File: src/rtl/one_hot_encoder_stream.sv
// Streaming binary-to-one-hot encoder with a 2-entry output/skid buffer,
// registered in_ready and a saturating count of out-of-range beats.
module one_hot_encoder_stream #(
  parameter int VALUES = 8,
  parameter int BIN_W  = (VALUES > 1) ? $clog2(VALUES) : 1
) (
  input  logic              clk,
  input  logic              reset_n,
  input  logic              in_valid,
  output logic              in_ready,
  input  logic [BIN_W-1:0]  in_binary,
  output logic              out_valid,
  input  logic              out_ready,
  output logic [VALUES-1:0] out_oneHot,
  output logic              out_error,
  input  logic              clear_errors,
  output logic [7:0]        error_count
);

  typedef enum logic [1:0] {
    EMPTY = 2'd0,
    ONE   = 2'd1,
    FULL  = 2'd2
  } state_t;

  state_t            state_reg, state_next;
  logic [VALUES-1:0] enc_hot;
  logic              enc_err;
  logic [VALUES-1:0] out_hot_reg, out_hot_next;
  logic [VALUES-1:0] skid_hot_reg, skid_hot_next;
  logic              out_err_reg, out_err_next;
  logic              skid_err_reg, skid_err_next;
  logic              in_ready_reg, in_ready_next;
  logic [7:0]        err_cnt_reg, err_cnt_next;
  logic              accept;
  logic              transfer;

  genvar gi;
  generate
    for (gi = 0; gi < VALUES; gi++) begin : g_dec
      assign enc_hot[gi] = (in_binary == BIN_W'(gi));
    end
  endgenerate

  // Out-of-range indices match no decoder bit, so the vector is already zero.
  assign enc_err  = (32'(in_binary) >= 32'(VALUES));

  assign out_valid   = (state_reg != EMPTY);
  assign accept      = in_valid & in_ready_reg;
  assign transfer    = out_valid & out_ready;
  assign in_ready    = in_ready_reg;
  assign out_oneHot  = out_hot_reg;
  assign out_error   = out_err_reg;
  assign error_count = err_cnt_reg;

  always_comb begin
    state_next    = state_reg;
    out_hot_next  = out_hot_reg;
    out_err_next  = out_err_reg;
    skid_hot_next = skid_hot_reg;
    skid_err_next = skid_err_reg;
    err_cnt_next  = err_cnt_reg;

    case (state_reg)
      EMPTY: begin
        if (accept) begin
          out_hot_next = enc_hot;
          out_err_next = enc_err;
          state_next   = ONE;
        end
      end
      ONE: begin
        if (accept && transfer) begin
          out_hot_next = enc_hot;
          out_err_next = enc_err;
        end else if (accept) begin
          skid_hot_next = enc_hot;
          skid_err_next = enc_err;
          state_next    = FULL;
        end else if (transfer) begin
          // Clear the head so outputs read zero while nothing is valid.
          out_hot_next = '0;
          out_err_next = 1'b0;
          state_next   = EMPTY;
        end
      end
      FULL: begin
        if (transfer) begin
          out_hot_next = skid_hot_reg;
          out_err_next = skid_err_reg;
          state_next   = ONE;
        end
      end
      default: begin
        out_hot_next = '0;
        out_err_next = 1'b0;
        state_next   = EMPTY;
      end
    endcase

    if (clear_errors) begin
      err_cnt_next = 8'd0;
    end else if (accept && enc_err && (err_cnt_reg != 8'hFF)) begin
      err_cnt_next = err_cnt_reg + 8'd1;
    end

    in_ready_next = (state_next != FULL);
  end

  always_ff @(posedge clk or negedge reset_n) begin
    if (!reset_n) begin
      state_reg    <= EMPTY;
      out_hot_reg  <= '0;
      out_err_reg  <= 1'b0;
      skid_hot_reg <= '0;
      skid_err_reg <= 1'b0;
      in_ready_reg <= 1'b0;
      err_cnt_reg  <= 8'd0;
    end else begin
      state_reg    <= state_next;
      out_hot_reg  <= out_hot_next;
      out_err_reg  <= out_err_next;
      skid_hot_reg <= skid_hot_next;
      skid_err_reg <= skid_err_next;
      in_ready_reg <= in_ready_next;
      err_cnt_reg  <= err_cnt_next;
    end
  end

endmodule
File: config.mk
export PLATFORM = sky130hd
export DESIGN_NAME = one_hot_encoder_stream
export DESIGN_NICKNAME = d
export VERILOG_FILES = /design/src/rtl/one_hot_encoder_stream.sv
export SDC_FILE = /design/constraint.sdc
export NUM_CORES = 1
export LEC_CHECK = 0
export ABC_AREA = 0
export CAP_MARGIN = 30
export CORE_MARGIN = 2
export CORE_UTILIZATION = 30
export CTS_BUF_LIST = sky130_fd_sc_hd__clkbuf_4
export DETAILED_ROUTE_END_ITERATION = 7
export GPL_TIMING_DRIVEN = 0
export PLACE_DENSITY = 0.66
export SLEW_MARGIN = 40
export SYNTH_ARGS = -nofsm -noshare
export SYNTH_HDL_FRONTEND = slang
export SYNTH_SLANG_ARGS = --single-unit
export TNS_END_PERCENT = 10
File: constraint.sdc
create_clock -name clk -period 2.75 [get_ports clk]
set_clock_uncertainty 0.2 [all_clocks]
set_input_delay 0.55 -clock clk [delete_from_list [all_inputs] [get_ports clk]]
set_output_delay 0.55 -clock clk [all_outputs]
set_load 0.05 [all_outputs]
-- Word level (Yosys, flattened, before mapping)
Index checks and enable logic that the tools add are counted.
Widths: inputs -> output; s select.
- register bits: 20
- bits of input ports: 8
- output and inout bits: 19
- word-level logic and storage cells: 45
- eq/ne operators: 14
- mux-type cells: 17
- bitwise logic cells: 3
- reduce and logical (&&, ||, !) cells: 6
- operator list (operator ; count):
    $mux 8 ; 5
    $pmux 8 s3 ; 1
    $eq 3x3->1 const B ; 4
    $mux 2 ; 5
    $eq 3x2->1 const B ; 2
    $ne 2x2->1 const B ; 3
    $ne 3x3->1 const B ; 2
    $pmux 2 s3 ; 1
    $mux 1 ; 4
    $reduce_and 4->1 ; 1
    $eq 3x1->1 const B ; 1
    $logic_not 3->1 ; 1
    $pmux 1 s3 ; 1
    $reduce_and 3->1 ; 1
    $and 1x1->1 ; 2
    $eq 2x1->1 const B ; 1
    $eq 2x2->1 const B ; 1
    $logic_not 2->1 ; 1
    $reduce_bool 2->1 ; 1
    $logic_and 1x1->1 ; 1
    $not 1->1 ; 1

-- Longest topological paths before layout
- depth after elaboration: 7
- depth in mapped cells: 6
- mapped depth without buffers: 5

-- Worst setup path after synthesis
OpenSTA, ideal clock, no wires.
- path kind: reg-to-reg
- start: register in_ready_reg (netlist: in_ready)
- end: register skid_hot_reg[0]
- arrival time: 1.596 ns
- required time: 2.425 ns
- slack: 0.829 ns
- cell stages (with the launch flop): 4
- buffers on the path: 0
- cells stage by stage: dfrtp_1 nand2_1 nor3_4 mux2_2
- word-level cells in the longest chain between the ends: 4
- ends and longest elaborated chain (what ; line ; RTL):
    start: declaration ; 33 ; logic in_ready_reg, in_ready_next;
    start signal: assignment ; 125 ; in_ready_reg <= in_ready_next;
    $and 1x1->1 * ; 49 ; assign accept = in_valid & in_ready_reg;
    $logic_and 1x1->1 ; 73 ; if (accept && transfer) begin
    $not 1->1 (no line) ; - ;
    $reduce_and 3->1 (no line) * ; - ;
    end signal: assignment ; 123 ; skid_hot_reg <= skid_hot_next;
    end: declaration ; 30 ; logic [VALUES-1:0] skid_hot_reg, skid_hot_next;
Every way passes the cells marked *; elsewhere a longest branch is shown, timed or not.
A chain may end at the register's enable or synchronous reset.

-- Worst setup path in the final report
- start: register state_reg[1]
- end: output port out_valid
- word-level cells in the longest chain between the ends: 1
- ends and longest elaborated chain (what ; line ; RTL):
    start: declaration ; 26 ; state_t state_reg, state_next;
    start signal: assignment ; 120 ; state_reg <= state_next;
    $reduce_bool 2->1 ; 48 ; assign out_valid = (state_reg != EMPTY);
    end: declaration ; 12 ; output logic out_valid,
No other way between the ends.

==> impl_metrics.ini <==
[critical_path]
crit_path_top_delay_cell = clkdlybuf4s50_1
cp-start-kind = flop
cpLargestDelayFamily = buffers and inverters
worstPathRequired_ns = 2.00
endpoint_kind = output port
cp_max_fo = 8
slowest_delay_ns = 0.71
crit_type = flop to output port
crit_buf_inv = 2
crit_chain = buf_4, or2_2, clkdlybuf4s50_1
crit_arrival_ns = 1.85

[clocking]
clk_transition_reported_paths_ns = 0.11
numCtsBuffers = 3
cts_root_buf = clkbuf_4
postCtsHoldBufs = 0
clk_path_buf_depth = 2
post_cts_buffers = 0
htree_levels = 1
clock_latency_ns = 0.29
post_cts_resized = 0
clkSinkCount = 19
cts_tree = built

[grt]
use_met2 = 0.189
grt_max_degree = 20
grt_use_total = 0.120
antenna_found_initial = 0
grt_busiest_layer = met2
grt_use_met1 = 0.164
grt_pass1_vias = 725
grt_overflow_total = 0
grt_first_pass_wirelength_um = 3200
grtUsageMet3 = 0.0256

[timing]
clock.fmax_ghz = 0.384
maxSlewHeadroom = 0.518
holdWs_ns = -0.0182
rsz0062_at_grt = false
tightest_slew_ns = 0.723
min_period_over_period = 0.947
period_minus_slack_ns = 2.60
maxSlewViolCount = 0
finalHoldViolations = 19
setup_slack_ns = 0.146
fin_tns_setup_ns = 0
setup-violations-final = 0

[synthesis]
synthTopCellsByCount = 19 x dfrtp_1, 10 x buf_4, 9 x a22oi_1
synth.distinct_cells = 23
seq_area_frac_synth = 0.496
synth_ff_type = dfrtp_1
ys_ff_latch = 19
synthCells = 82
yosysTopAreaCell = dfrtp_1
synth.avg_cell_area_um2 = 11.7
synth_edf_count = 0
ys_top_cells_by_area = dfrtp_1 50%, mux2_2 8.2%, buf_4 7.8%, o2bb2ai_1 7.3%, a22oi_1 7.0%
syn_area_um2 = 958
synth_most_common_cell = dfrtp_1
netlist.area_leader.share = 0.496
synthArstFlopShare = 1.00
synth-warning-count = 0

[floorplanning]
io_pins = 27
die_h_um = 60.5
die-area_um2 = 3660
core_um2 = 3050
num_rows = 20
fp.dieW_um = 60.5
start_util = 0.314

[cells_and_area]
layout.nets = 119
ff_latch_area_um2 = 475
utilization = 0.402
syn2layout_area_growth_pct = 28.2
final_cells = 154
fillCellCount = 320
multiInputGateArea_um2 = 422
antenna_cells = 0
drive_gt1_frac = 0.255

[detailed_routing]
wirelength_um = 1960
vias_per_cell = 4.56
ant_nets = 0
post_drt_wl_per_cell_um = 12.7
first_pass_iters = 4
drcViolationCount = 0
drt_iter0_drc = 13
vias = 703

[placed_design]
gp_congestion = 0.737
port_buffers = 16
placed_cells = 150
place_hpwl_um = 1380
place_ws_ns = 0.228

[run_status]
violations = hold timing
status = finished, violations left

[power_and_ir_drop]
power_density_nw_per_um2 = 915
power_frac_clock = 0.134
internal_power_w = 0.000627
power_frac_seq = 0.375
ir_drop_mv = 0.405
p_comb_frac = 0.492
leakage_nw = 0.557
swShare = 0.442
p_switching_w = 0.000497

[flow_run]
cap_violations = 0

[min_path]
hold_class = input port to async pin
## power groups by stage
stage / combinational, W / clock [W] / sequential, W
finish: 0.000553 / 0.000150 / 0.000421
global route: 0.000590 / 0.000162 / 0.000432
CTS: 0.000560 / 0.000157 / 0.000420
detailed placement: 0.000559 / 0 / 0.000425
global placement: 0.000547 / 0 / 0.000421
floorplan: 0.000278 / 0 / 0.000534
## path summary, 6_finish.rpt
check	to	cells after the start	slack, ns	start
min reg2reg	out_oneHot[2]	1	0.31	out_oneHot[2]
max in group asynchronous	skid_hot_reg[3]	1	2.06	reset_n
max reg2reg	out_oneHot[0]	4	0.87	in_ready
max	out_valid	3	0.15	state_reg[1]
min	skid_hot_reg[0]	1	-0.02	reset_n
min in group clk	out_oneHot[2]	1	0.31	out_oneHot[2]
## through the flow
| stage | cell area [µm²] | hold WS [ns] | power [W] |
|---|---|---|---|
| finish | 1230 | -0.0182 | 0.00112 |
| global route | 1230 | 0.00549 | 0.00118 |
| CTS | 1230 | 0.307 | 0.00114 |
| detailed placement | 1200 | 0.273 | 0.000984 |
| global placement | 1200 | 0.267 | 0.000968 |
| floorplan | 988 | 0.0544 | 0.000812 |
## per-layer routing
layer  vias up  part of all wire
met5         -                 0
met1       338              0.45
li1        342                 -
met4         0            0.0071
met2        21              0.48
met3         2             0.057
## logic make-up after synthesis
logic type | count (synthesis) | share of synthesized area
other | 1 | 0.00391
AO/OA/AOI/OAI | 23 | 0.195
AND/OR/NAND/NOR | 16 | 0.104
buffers and inverters | 14 | 0.0953
multiplexers | 9 | 0.106
flip-flops | 19 | 0.496
## final cells by class
class | count | area share
multi-input combinational | 57 | 0.343
tap | 44 | 0.0448
clock buffer | 4 | 0.0244
sequential | 19 | 0.387
inverter | 3 | 0.00916
timing repair buffer | 16 | 0.126
buffer | 11 | 0.0652
## cells in the final DEF, fill, tap and decap left out, types with 2 or more instances in the layout
cell	Yosys	layout
dfrtp_1	19	19
buf_2	1	2
conb_1	1	9
o2bb2ai_1	8	8
a22oi_1	9	9
and3b_1	2	2
nand2_1	4	4
nor2_1	3	3
clkdlybuf4s50_1	0	15
mux2_1	2	2
buf_4	10	10
inv_1	2	2
a21oi_1	2	2
clkbuf_4	0	4
nor3b_1	3	3
mux2_2	7	7
Power figures use the tool's default switching activity.
